==> src/rtl/fifo_width_down_if.sv <==
// fifo_width_down_if: write/read handshake bundle for the width-down FIFO.
// Rev 1.0
`default_nettype none

interface fifo_width_down_if #(
  parameter int OUT_WIDTH  = 8,
  parameter int RATIO      = 4,
  parameter int ADDR_WIDTH = 4
);
  logic                          i_flush;
  logic                          i_wr;
  logic [OUT_WIDTH*RATIO-1:0]    i_wr_data;
  logic                          i_rd;
  logic [OUT_WIDTH-1:0]          o_rd_data;
  logic                          o_last_slice;
  logic                          o_empty;
  logic                          o_full;
  logic [ADDR_WIDTH:0]           o_word_count;
  logic                          o_overflow;
  logic                          o_underflow;

  modport master (
    output i_flush, i_wr, i_wr_data, i_rd,
    input  o_rd_data, o_last_slice, o_empty, o_full, o_word_count, o_overflow, o_underflow
  );

  modport slave (
    input  i_flush, i_wr, i_wr_data, i_rd,
    output o_rd_data, o_last_slice, o_empty, o_full, o_word_count, o_overflow, o_underflow
  );
endinterface

`default_nettype wire

==> src/rtl/fifo_slice_mux.sv <==
// fifo_slice_mux: selects one OUT_WIDTH slice of a RATIO-slice word, LSB- or MSB-first.
// Rev 1.0
`default_nettype none

module fifo_slice_mux #(
  parameter int OUT_WIDTH = 8,
  parameter int RATIO     = 4,
  parameter int MSB_FIRST = 0
) (
  input  wire logic [OUT_WIDTH*RATIO-1:0]                         word,
  input  wire logic [(($clog2(RATIO) > 1) ? $clog2(RATIO) : 1)-1:0] sel,
  output logic      [OUT_WIDTH-1:0]                               slice
);
  localparam int SLICE_W = ($clog2(RATIO) > 1) ? $clog2(RATIO) : 1;

  // Compare against each legal index so an unused code (non-power-of-two RATIO) yields zero.
  always_comb begin
    slice = '0;
    for (int i = 0; i < RATIO; i++) begin
      if (sel == SLICE_W'(i)) begin
        slice = word[((MSB_FIRST != 0) ? (RATIO - 1 - i) : i) * OUT_WIDTH +: OUT_WIDTH];
      end
    end
  end
endmodule

`default_nettype wire

==> src/rtl/fifo_width_down.sv <==
// fifo_width_down: stores wide words, emits them as RATIO narrow first-word-fall-through slices.
// Rev 1.0
`default_nettype none

module fifo_width_down #(
  parameter int OUT_WIDTH  = 8,
  parameter int RATIO      = 4,
  parameter int ADDR_WIDTH = 4,
  parameter int MSB_FIRST  = 0
) (
  input wire logic         i_clk,
  input wire logic         i_reset,
  fifo_width_down_if.slave bus
);
  localparam int IN_WIDTH = OUT_WIDTH * RATIO;
  localparam int DEPTH    = 1 << ADDR_WIDTH;
  localparam int SLICE_W  = ($clog2(RATIO) > 1) ? $clog2(RATIO) : 1;
  localparam logic [ADDR_WIDTH:0] FULL_COUNT = (ADDR_WIDTH + 1)'(DEPTH);
  localparam logic [ADDR_WIDTH:0] CNT_ONE    = (ADDR_WIDTH + 1)'(1);
  localparam logic [SLICE_W-1:0]  LAST_IDX   = SLICE_W'(RATIO - 1);

  logic [IN_WIDTH-1:0]   mem [DEPTH];
  logic [ADDR_WIDTH-1:0] wr_ptr;
  logic [ADDR_WIDTH-1:0] rd_ptr;
  logic [SLICE_W-1:0]    slice_cnt;
  logic [ADDR_WIDTH:0]   count;
  logic [ADDR_WIDTH:0]   count_next;
  logic                  empty;
  logic                  full;
  logic                  overflow;
  logic                  underflow;
  logic                  wr_acc;
  logic                  rd_acc;
  logic                  word_done;
  logic [OUT_WIDTH-1:0]  head_slice;

  assign wr_acc    = bus.i_wr && !full;
  assign rd_acc    = bus.i_rd && !empty;
  assign word_done = rd_acc && (slice_cnt == LAST_IDX);

  always_comb begin
    count_next = count;
    if (wr_acc && !word_done) begin
      count_next = count + CNT_ONE;
    end else if (!wr_acc && word_done) begin
      count_next = count - CNT_ONE;
    end
  end

  always_ff @(posedge i_clk or posedge i_reset) begin
    if (i_reset) begin
      wr_ptr    <= '0;
      rd_ptr    <= '0;
      slice_cnt <= '0;
      count     <= '0;
      empty     <= 1'b1;
      full      <= 1'b0;
      overflow  <= 1'b0;
      underflow <= 1'b0;
    end else if (bus.i_flush) begin
      wr_ptr    <= '0;
      rd_ptr    <= '0;
      slice_cnt <= '0;
      count     <= '0;
      empty     <= 1'b1;
      full      <= 1'b0;
      overflow  <= 1'b0;
      underflow <= 1'b0;
    end else begin
      if (wr_acc) begin
        wr_ptr <= wr_ptr + 1'b1;
      end
      if (rd_acc) begin
        // Explicit wrap at RATIO-1 so non-power-of-two ratios work.
        if (slice_cnt == LAST_IDX) begin
          slice_cnt <= '0;
          rd_ptr    <= rd_ptr + 1'b1;
        end else begin
          slice_cnt <= slice_cnt + 1'b1;
        end
      end
      count     <= count_next;
      empty     <= (count_next == '0);
      full      <= (count_next == FULL_COUNT);
      overflow  <= bus.i_wr && full;
      underflow <= bus.i_rd && empty;
    end
  end

  // Storage is deliberately left unreset.
  always_ff @(posedge i_clk) begin
    if (wr_acc && !bus.i_flush) begin
      mem[wr_ptr] <= bus.i_wr_data;
    end
  end

  fifo_slice_mux #(
    .OUT_WIDTH (OUT_WIDTH),
    .RATIO     (RATIO),
    .MSB_FIRST (MSB_FIRST)
  ) u_slice_mux (
    .word  (mem[rd_ptr]),
    .sel   (slice_cnt),
    .slice (head_slice)
  );

  assign bus.o_rd_data    = head_slice;
  assign bus.o_last_slice = !empty && (slice_cnt == LAST_IDX);
  assign bus.o_empty      = empty;
  assign bus.o_full       = full;
  assign bus.o_word_count = count;
  assign bus.o_overflow   = overflow;
  assign bus.o_underflow  = underflow;
endmodule

`default_nettype wire

==> src/flat_wrapper.sv <==
// flat-port wrapper written by rule: the top's interface ports become plain ports
module fifo_width_down_flat 
#(
  parameter int OUT_WIDTH  = 8,
  parameter int RATIO      = 4,
  parameter int ADDR_WIDTH = 4,
  parameter int MSB_FIRST  = 0
)
  (i_clk, i_reset, bus_i_flush, bus_i_wr, bus_i_wr_data, bus_i_rd, bus_o_rd_data, bus_o_last_slice, bus_o_empty, bus_o_full, bus_o_word_count, bus_o_overflow, bus_o_underflow);
  fifo_width_down_if #(.OUT_WIDTH(OUT_WIDTH), .RATIO(RATIO), .ADDR_WIDTH(ADDR_WIDTH)) bus_i ();
  input wire logic i_clk;
  input wire logic i_reset;
  input wire logic [$bits(bus_i.i_flush)-1:0] bus_i_flush;
  input wire logic [$bits(bus_i.i_wr)-1:0] bus_i_wr;
  input wire logic [$bits(bus_i.i_wr_data)-1:0] bus_i_wr_data;
  input wire logic [$bits(bus_i.i_rd)-1:0] bus_i_rd;
  output wire logic [$bits(bus_i.o_rd_data)-1:0] bus_o_rd_data;
  output wire logic [$bits(bus_i.o_last_slice)-1:0] bus_o_last_slice;
  output wire logic [$bits(bus_i.o_empty)-1:0] bus_o_empty;
  output wire logic [$bits(bus_i.o_full)-1:0] bus_o_full;
  output wire logic [$bits(bus_i.o_word_count)-1:0] bus_o_word_count;
  output wire logic [$bits(bus_i.o_overflow)-1:0] bus_o_overflow;
  output wire logic [$bits(bus_i.o_underflow)-1:0] bus_o_underflow;
  assign bus_i.i_flush = bus_i_flush;
  assign bus_i.i_wr = bus_i_wr;
  assign bus_i.i_wr_data = bus_i_wr_data;
  assign bus_i.i_rd = bus_i_rd;
  assign bus_o_rd_data = bus_i.o_rd_data;
  assign bus_o_last_slice = bus_i.o_last_slice;
  assign bus_o_empty = bus_i.o_empty;
  assign bus_o_full = bus_i.o_full;
  assign bus_o_word_count = bus_i.o_word_count;
  assign bus_o_overflow = bus_i.o_overflow;
  assign bus_o_underflow = bus_i.o_underflow;
  fifo_width_down #(.OUT_WIDTH(OUT_WIDTH), .RATIO(RATIO), .ADDR_WIDTH(ADDR_WIDTH), .MSB_FIRST(MSB_FIRST)) u_core (.i_clk(i_clk), .i_reset(i_reset), .bus(bus_i));
endmodule
==> config.mk <==
export PLATFORM = sky130hd
export DESIGN_NAME = fifo_width_down_flat
export DESIGN_NICKNAME = d
export VERILOG_FILES = /design/src/rtl/fifo_width_down_if.sv /design/src/rtl/fifo_slice_mux.sv /design/src/rtl/fifo_width_down.sv /design/src/flat_wrapper.sv
export SDC_FILE = /design/constraint.sdc
export NUM_CORES = 1
export LEC_CHECK = 0
export CAP_MARGIN = 20
export CORE_MARGIN = 3
export CORE_UTILIZATION = 45
export CTS_CLUSTER_SIZE = 28
export DETAILED_ROUTE_END_ITERATION = 10
export PLACE_DENSITY = 0.65
export SYNTH_ARGS = -nofsm -noshare
export SYNTH_HDL_FRONTEND = slang
export SYNTH_HIERARCHICAL = 1
export SYNTH_SLANG_ARGS = --single-unit
==> constraint.sdc <==
create_clock -name i_clk -period 8.2 [get_ports i_clk]
set_input_delay 1.64 -clock i_clk [delete_from_list [all_inputs] [get_ports i_clk]]
set_output_delay 1.64 -clock i_clk [all_outputs]
set_load 0.02 [all_outputs]
; ---- Yosys cells after proc, flatten, opt, wreduce, memory -nomap -nowiden
; Memory sizes are Yosys's and may differ from the RTL's.
; Index checks and enable logic that the tools add are counted.
[classes]
addsub = 5
multipliers = 0
n_div = 0
n_lt_le_gt_ge = 0
eq_ne = 4
shift = 0
n_mux = 21
n_bitwise = 0
n_reduce_logical = 20
[op_table]
columns = op, count
row1 = 8-bit 2-to-1 mux, 4
row2 = 4-bit 2-to-1 mux, 5
row3 = 5-bit 2-to-1 mux, 3
row4 = 1-bit logical AND, 9
row5 = "4-bit by 1-bit adder with 4-bit output, second input constant", 2
row6 = 1-bit 2-to-1 mux, 6
row7 = 2-bit 2-to-1 mux, 3
row8 = 2-bit nonzero test, 3
row9 = "5-bit by 1-bit adder with 5-bit output, second input constant", 1
row10 = "5-bit equality test, second input constant", 1
row11 = 1-bit logical NOT, 5
row12 = 5-bit logical NOT, 1
row13 = "5-bit by 1-bit subtractor with 5-bit output, second input constant", 1
row14 = "2-bit equality test, second input constant", 2
row15 = "2-bit by 1-bit adder with 2-bit output, second input constant", 1
row16 = "2-bit by 1-bit equality test with 1-bit output, second input constant", 1
row17 = 2-bit logical NOT, 1
row18 = 2-bit AND reduction, 1
[word_totals]
ff_bits = 19
latch_bits = 0
mem_bits_rw = 512
rom_bits = 0
input_bits = 37
out_inout_bits = 18
n_memories = 1
[memory_table]
columns = name, words, width, rd, rd_clocked_by_memory_dff, wr, line_no
row1 = u_core.mem, 16, 32, 1, 0, 1, fifo_width_down.sv:22  ; logic [IN_WIDTH-1:0] mem [DEPTH];

; ---- Longest topological paths before layout
; Gate-level depths: netlist of the first run.
[logic_depth]
word_depth = 8
mapped_depth = 7
mapped_depth_nobuf = 7

; ---- Cells and area by module
; Netlist of the first run, hierarchy kept.
[by_module_without_submodules]
columns = mod, instances, cells_per_inst, area_per_inst_um2, seq_area_each_um2
row1 = fifo_width_down, 1, 845, 20358.3, 15851.5
row2 = fifo_slice_mux, 1, 10, 196.4, 0.0

; ---- Least setup slack after synthesis of the first run
; OpenSTA, ideal clock, no wires.
[synth_timing]
path_type = input-to-reg
startpoint = input bus_i_wr
endpoint = memory u_core/mem[0][0] (netlist bit), enable pin
arrival_time_ps = 4378
t_required_ps = 7739
path_slack_ps = 3361
cell_stages = 5
path_buffers = 1
cell_sequence = nand2b_1 clkbuf_1 nor2_1 nand2_1 nor3_1
[synth_between]
elab_chain_len = 4
[synth_rtl]
columns = item, line_no
row1 = from (decl), flat_wrapper.sv:14  ; input wire logic [$bits(bus_i.i_wr)-1:0] bus_i_wr;
row2 = 1-bit logical AND, fifo_width_down.sv:37  ; assign wr_acc = bus.i_wr && !full;
row3 = 1-bit logical AND, fifo_width_down.sv:92  ; if (wr_acc && !bus.i_flush) begin
row4 = 1-bit 2-to-1 mux, fifo_width_down.sv:92
row5 = 1-bit 2-to-1 mux (not written as such), fifo_width_down.sv:93  ; mem[wr_ptr] <= bus.i_wr_data;
row6 = to (decl), fifo_width_down.sv:22
; No other way between the ends.

; ---- Final worst setup path of the first run
[layout_timing]
startpoint = register u_core.rd_ptr[0]
endpoint = output bus_o_rd_data[4]
[layout_between]
elab_chain_len = 5
[layout_rtl]
columns = item, line_no
row1 = from (decl), fifo_width_down.sv:24  ; logic [ADDR_WIDTH-1:0] rd_ptr;
row2 = from (signal assigned), fifo_width_down.sv:77  ; rd_ptr <= rd_ptr + 1'b1;
row3 = memory 16 x 32 bit *, -
row4 = 8-bit 2-to-1 mux (3 in series), fifo_slice_mux.sv:20  ; if (sel == SLICE_W'(i)) begin
row5 = 8-bit 2-to-1 mux *, fifo_slice_mux.sv:20
row6 = to (decl), flat_wrapper.sv:17  ; output wire logic [$bits(bus_i.o_rd_data)-1:0] bus_o_rd_data;
; Every way passes the cells marked *; elsewhere a longest branch is shown, timed or not.

==> results of run 1 <==
==> sequential cells by signal, summed over array words and instances, names as in the netlist <==
name                     cells
u_core/bus.o_word_count      5
u_core/rd_ptr                4
u_core/mem                 512
u_core/bus.o_full            1
u_core/wr_ptr                4
u_core/slice_cnt             2
u_core/bus.o_empty           1
u_core/bus.o_overflow        1
u_core/bus.o_underflow       1
==> logic make-up after synthesis <==
family                     after synthesis  synth area share, %
buffers and inverters                   51                1.443
xor gates and xnor gates                 9               0.3835
and+or+nand+nor                         75                1.686
AOI/OAI and AO/OA                       12               0.4262
adders and majority gates                8               0.4870
muxes                                  169                18.46
DFF                                    531                77.12
==> path summary, 6_finish.rpt <==
check / from / end / slack (ps) / depth (start not counted)
worst max-delay path: u_core/rd_ptr[0]$_DFFE_PP0P_ / bus_o_rd_data[4] / 2380 / 5
worst min-delay path: u_core/bus.o_empty$_DFF_PP1_ / u_core/bus.o_underflow$_DFF_PP0_ / 510 / 2
worst max register to register: u_core/bus.o_full$_DFF_PP0_ / u_core/mem[9][27]$_DFFE_PP_ / 5350 / 5
worst min register to register: u_core/bus.o_empty$_DFF_PP1_ / u_core/bus.o_underflow$_DFF_PP0_ / 510 / 2
max in group asynchronous: i_reset / u_core/rd_ptr[1]$_DFFE_PP0P_ / 6170 / 2
min in group asynchronous: i_reset / u_core/bus.o_word_count[0]$_DFF_PP0_ / 1480 / 2
==> routing by layer <==
layer	global-route usage [%]	vias up	wire [µm]
met5	0	-	47
met2	31.20	307	22310
met1	25.84	4998	18010
li1	-	3849	-
met3	3.792	61	2809
met4	5.023	6	834
==> cell usage after synthesis, drive strengths merged <==
| cell | count | area share (%) |
|---|---|---|
| and3 | 2 | 0.061 |
| a311oi | 1 | 0.043 |
| xor2 | 5 | 0.21 |
| clkbuf | 19 | 0.35 |
| o221ai | 1 | 0.043 |
| o211ai | 1 | 0.037 |
| nand3b | 1 | 0.037 |
| dfstp | 1 | 0.13 |
| or2 | 1 | 0.030 |
| nand2 | 18 | 0.33 |
| nand4 | 4 | 0.12 |
| mux2i | 1 | 0.049 |
| o21a | 1 | 0.037 |
| and3b | 2 | 0.085 |
| xnor2 | 4 | 0.17 |
| nand3 | 1 | 0.024 |
| nor4 | 1 | 0.030 |
| a211o | 1 | 0.043 |
| edfxtp | 512 | 75 |
| inv | 5 | 0.091 |
| a21oi | 4 | 0.097 |
| nor3 | 10 | 0.24 |
| a22oi | 1 | 0.037 |
| buf | 27 | 1.0 |
| and2 | 1 | 0.030 |
| ha | 8 | 0.49 |
| nor2 | 28 | 0.51 |
| a41o | 1 | 0.049 |
| nand2b | 4 | 0.12 |
| nor2b | 2 | 0.061 |
| dfrtp | 18 | 2.2 |
| mux4 | 168 | 18 |
| a31o | 1 | 0.043 |
==> stage by stage <==
step | setup slack (ps) | instances | hold slack [ps] | util (%)
after floorplan | 3361 | 855 | 515.0 | -
after global placement | 2924 | 1482 | 495.0 | 49.00
after detailed placement | 2903 | 1482 | 503.2 | 49.00
after CTS | 2265 | 1582 | 508.3 | 52.98
after global routing | 2164 | 1582 | 536.5 | 52.98
final | 2383 | 1582 | 507.5 | 52.98
==> area by class of cell <==
cell class              count  area (µm²)
multi-input cells         273        4517
flip-flops and latches    531       15860
well taps                 592       740.7
fillers                  3414       21020
clock inverters            22       210.2
inverters                   5       18.77
clock buffers              78        1565
repair buffers             81       768.2
==> critical path: stages, from the launching register on <==
cell and delay, ps:
dfrtp_4 840, buf_4 530, mux4_2 560, mux4_2 500
mux4_2 560, clkdlybuf4s50_1 570
==> power groups by stage <==
| stage | registers, mW | logic [mW] | clock network [mW] |
|---|---|---|---|
| floorplan | 3.06 | 0.0562 | 0 |
| global placement | 3.06 | 0.138 | 0 |
| detailed placement | 3.07 | 0.143 | 0 |
| CTS | 3.01 | 0.143 | 2.47 |
| global route | 3.01 | 0.153 | 2.58 |
| finish | 3.01 | 0.141 | 2.41 |
==> flow_summary.yaml, run 1 <==
placed_design:
  post-dp-hpwl_um: 23050
  port_buffers: 54
  placed_cell_area_um2: 21910
  gp_congestion: 0.7336
sta:
  fin_skew_ps: 15.58
  setup_violations: 0
  drv_slew: 0
  post-route-period-util_pct: 70.94
  slew_headroom_pct: 38.48
  max_freq_mhz: 171.9
  period_needed_ps: 5817
  tns_ps: 0
  worstMarginPinSlew_ps: 920.6
  finalHoldViolations: 0
  rsz0062_at_grt: "no"
drt:
  via_count: 9221
  wl_per_cell_um: 27.82
  drtAntennaViolNets: 0
  drc_errors: 0
  drt_iter0_markers: 907
  totalWireLength_um: 44010
  dr.pass1.iters: 4
  vias_per_cell: 5.829
cts:
  post-cts-setup-buffer-count: 0
  cts_tree: "yes"
  h-tree-depth: 2
  cts.clk_slew.worst_paths_ps: 50
  cts_resized: 0
  clock_sinks: 531
  cts_buffers: 54
  cts_hold_buf: 0
  clk_path_buf_depth: 3
  cts-root-buf: "clkbuf_16"
  clkLatencyLatePin_ps: 580
power_and_ir_drop:
  post-layout-total-power_mw: 5.559
  swShare_pct: 19.08
  ir_drop_mv: 0.1726
  p_leak_nw: 7.213
  power_frac_comb_pct: 2.5
  internal_power_mw: 4.498
  seqPwrFrac_pct: 54.1
  power.density_nw_per_um2: 234.7
  p_switching_mw: 1.061
  p_clk_share_pct: 43.3
finish:
  layout.nets: 991
  layout-drive-gt1-share_pct: 30.00
  syn2layout_area_growth_pct: 15.21
  num_antenna_cells: 0
  design_area_um2: 23680
  layout_commonest_cell: "edfxtp_1"
  layout_common_cells: "edfxtp_1 (512), mux4_2 (168), clkbuf_16 (57)"
logic_synthesis:
  synth-seq-area-share_pct: 77.12
  ys_types: 37
  syn_area_um2: 20550
  synth_area_per_cell_um2: 24.04
  synth_seq_cells: 531
  synthCells: 855
  synth_nets: 900
  yosys_warnings: 6
die:
  core-area_um2: 44700
  placementRows: 77
  io_pins: 55
  fp.dieW_um: 219.7
  start_util_pct: 45.98
  die_h_um: 219.7
  dieArea_um2: 48280
status:
  status: "completed"
critical_path:
  worst_setup_path_end_kind: "output port"
  required_ps: 6560
  startpoint_type: "register"
  worst-path-max-fanout: 30
  arrival_ps: 4180
  path_class: "reg2out"
grt:
  gr-usage-all-layers_pct: 18.82
  grt_pass1_vias: 9365
  grt_pass1_wl_um: 64680
  grt_max_degree: 105
  grt_antenna_before_repair: 7
  gr-total-overflow: 0
worst_hold_path:
  hp-class: "reg2reg"
flow_run:
  drv_cap: 0
(Power assumes the default switching activity.)
==> run 2, diff against run 1 <==
Settings changed: PLACE_DENSITY 0.65 to 0.68.
Clock period 8.2 ns to 5.35 ns, I/O delays scaled along.
==> flow_summary.yaml, run 2 (synthesis results as in run 1) <==
placed_design:
  port_buffers: 54
  pre_cts_ws_ps: 970.9
  gp_congestion: 0.7574
  post-dp-hpwl_um: 23890
drt:
  totalWireLength_um: 44000
  drtAntennaViolNets: 0
  wl_per_cell_um: 27.93
  via_count: 9299
  dr.pass1.iters: 5
  drt_iter0_markers: 1126
  drc_errors: 0
  vias_per_cell: 5.904
grt:
  met3_usage_pct: 3.240
  grt_use_met2_pct: 30.00
  busiest_layer: "met2"
  grt_max_degree: 44
  use_met1_pct: 26.78
  gr-usage-all-layers_pct: 18.51
  grt_pass1_vias: 9454
  grt_antenna_before_repair: 3
  gr-total-overflow: 0
  grt_pass1_wl_um: 64170
power_and_ir_drop:
  power.density_nw_per_um2: 348.5
  swShare_pct: 19.27
  p_switching_mw: 1.582
  p_clk_share_pct: 41.2
  post-layout-total-power_mw: 8.209
  seqPwrFrac_pct: 56.2
  p_leak_nw: 7.132
  power_frac_comb_pct: 2.7
  internal_power_mw: 6.627
  ir_drop_mv: 0.2675
die:
  start_util_pct: 45.98
  placementRows: 77
  die_h_um: 219.7
  dieArea_um2: 48280
  io_pins: 55
  fp.dieW_um: 219.7
  core-area_um2: 44700
finish:
  layout_commonest_cell: "edfxtp_1"
  multi_input_area_um2: 4517
  num_antenna_cells: 0
  largest-register: "u_core/mem"
  syn2layout_area_growth_pct: 14.62
  layout_common_cells: "edfxtp_1 (512), mux4_2 (168), clkdlybuf4s50_1 (54)"
  layout.nets: 992
  layout-drive-gt1-share_pct: 28.79
  fillCellCount: 3387
  regArea_um2: 15860
  largest_register_ffs: 512
critical_path:
  worst_setup_path_end_kind: "output port"
  startpoint_type: "register"
  r2r_slack_ps: 2640
  r2r-start: "u_core/bus.o_full$_DFF_PP0_"
  startpoint: "u_core/rd_ptr[1]$_DFFE_PP0P_"
  path_class: "reg2out"
  worst-path-max-fanout: 43
  arrival_ps: 3870
  required_ps: 4280
cts:
  clkLatencyLatePin_ps: 570
  h-tree-depth: 2
  clk_path_buf_depth: 3
  cts_resized: 0
  cts_tree: "yes"
  clock_sinks: 531
  cts-root-buf: "clkbuf_16"
  cts_buffers: 51
  cts.clk_slew.worst_paths_ps: 60
  cts_hold_buf: 0
  post-cts-setup-buffer-count: 0
sta:
  fin_skew_ps: 17.00
  slew_headroom_pct: 40.42
  post-route-period-util_pct: 92.42
  drv_slew: 0
  tns_ps: 0
  period_needed_ps: 4945
  setup_violations: 0
  fin_ws_ps: 405.3
  finalHoldViolations: 0
  worstMarginPinSlew_ps: 891.6
  rsz0062_at_grt: "no"
  max_freq_mhz: 202.2
worst_hold_path:
  hp-class: "reg2reg"
  hold_path.startpoint: "u_core/bus.o_empty$_DFF_PP1_"
flow_run:
  drv_cap: 0
status:
  status: "completed"
run 2: cell types whose count changed in the layout (fill, tap and decap cells not counted), sizes merged:
cell and change:
bufinv -1, clkinv -2, clkinvlp -1, clkbuf -7, buf +4
run 2: final cells by class:
type / count / share of cell area, %
inverters: 5 / 0.07966
repair buffers: 85 / 3.707
clock buffers: 71 / 5.916
well taps: 592 / 3.144
multi-input cells: 273 / 19.17
flip-flops and latches: 531 / 67.33
clock inverters: 18 / 0.6533
run 2: critical path, stage by stage, from the launching register on:
cell and delay [ps]:
dfrtp_4 880, buf_4 420, mux4_2 350, mux4_2 510, mux4_2 500, clkdlybuf4s50_1 560
run 2: final timing paths:
| check | cells after the start | end |
|---|---|---|
| max reg2reg | 5 | u_core/mem[9][8]$_DFFE_PP_ |
| max | 5 | bus_o_rd_data[4] |
| min reg2reg | 2 | u_core/bus.o_underflow$_DFF_PP0_ |
| max in group asynchronous | 2 | u_core/rd_ptr[0]$_DFFE_PP0P_ |
| min | 2 | u_core/bus.o_underflow$_DFF_PP0_ |
| min in group asynchronous | 2 | u_core/bus.o_word_count[1]$_DFF_PP0_ |
run 2: layer usage:
metal	wire, µm	vias up
met4	787	4
met5	23	-
met1	18650	5109
li1	-	3839
met3	2697	61
met2	21840	286
run 2: per-stage QoR:
step	utilization (%)	area, µm²	cells	hold WS (ps)
floorplan	-	20550	855	515.0
global placement	49.24	22010	1486	495.1
detailed placement	49.24	22010	1486	504.8
CTS	52.70	23560	1575	510.0
global route	52.70	23560	1575	543.4
finish	52.70	23560	1575	515.3
run 2: power groups by stage:
stage / registers, mW / logic, mW / clock network (mW)
final: 4.61 / 0.219 / 3.38
after global placement: 4.70 / 0.214 / 0
after CTS: 4.61 / 0.221 / 3.44
after detailed placement: 4.70 / 0.220 / 0
after global routing: 4.61 / 0.236 / 3.62
after floorplan: 4.69 / 0.0862 / 0
==> run 3, diff against run 2 <==
Settings changed: CAP_MARGIN 20 to 40.
==> results of run 3 <==
Final layout, timing and power as in run 2 (identical DEF).
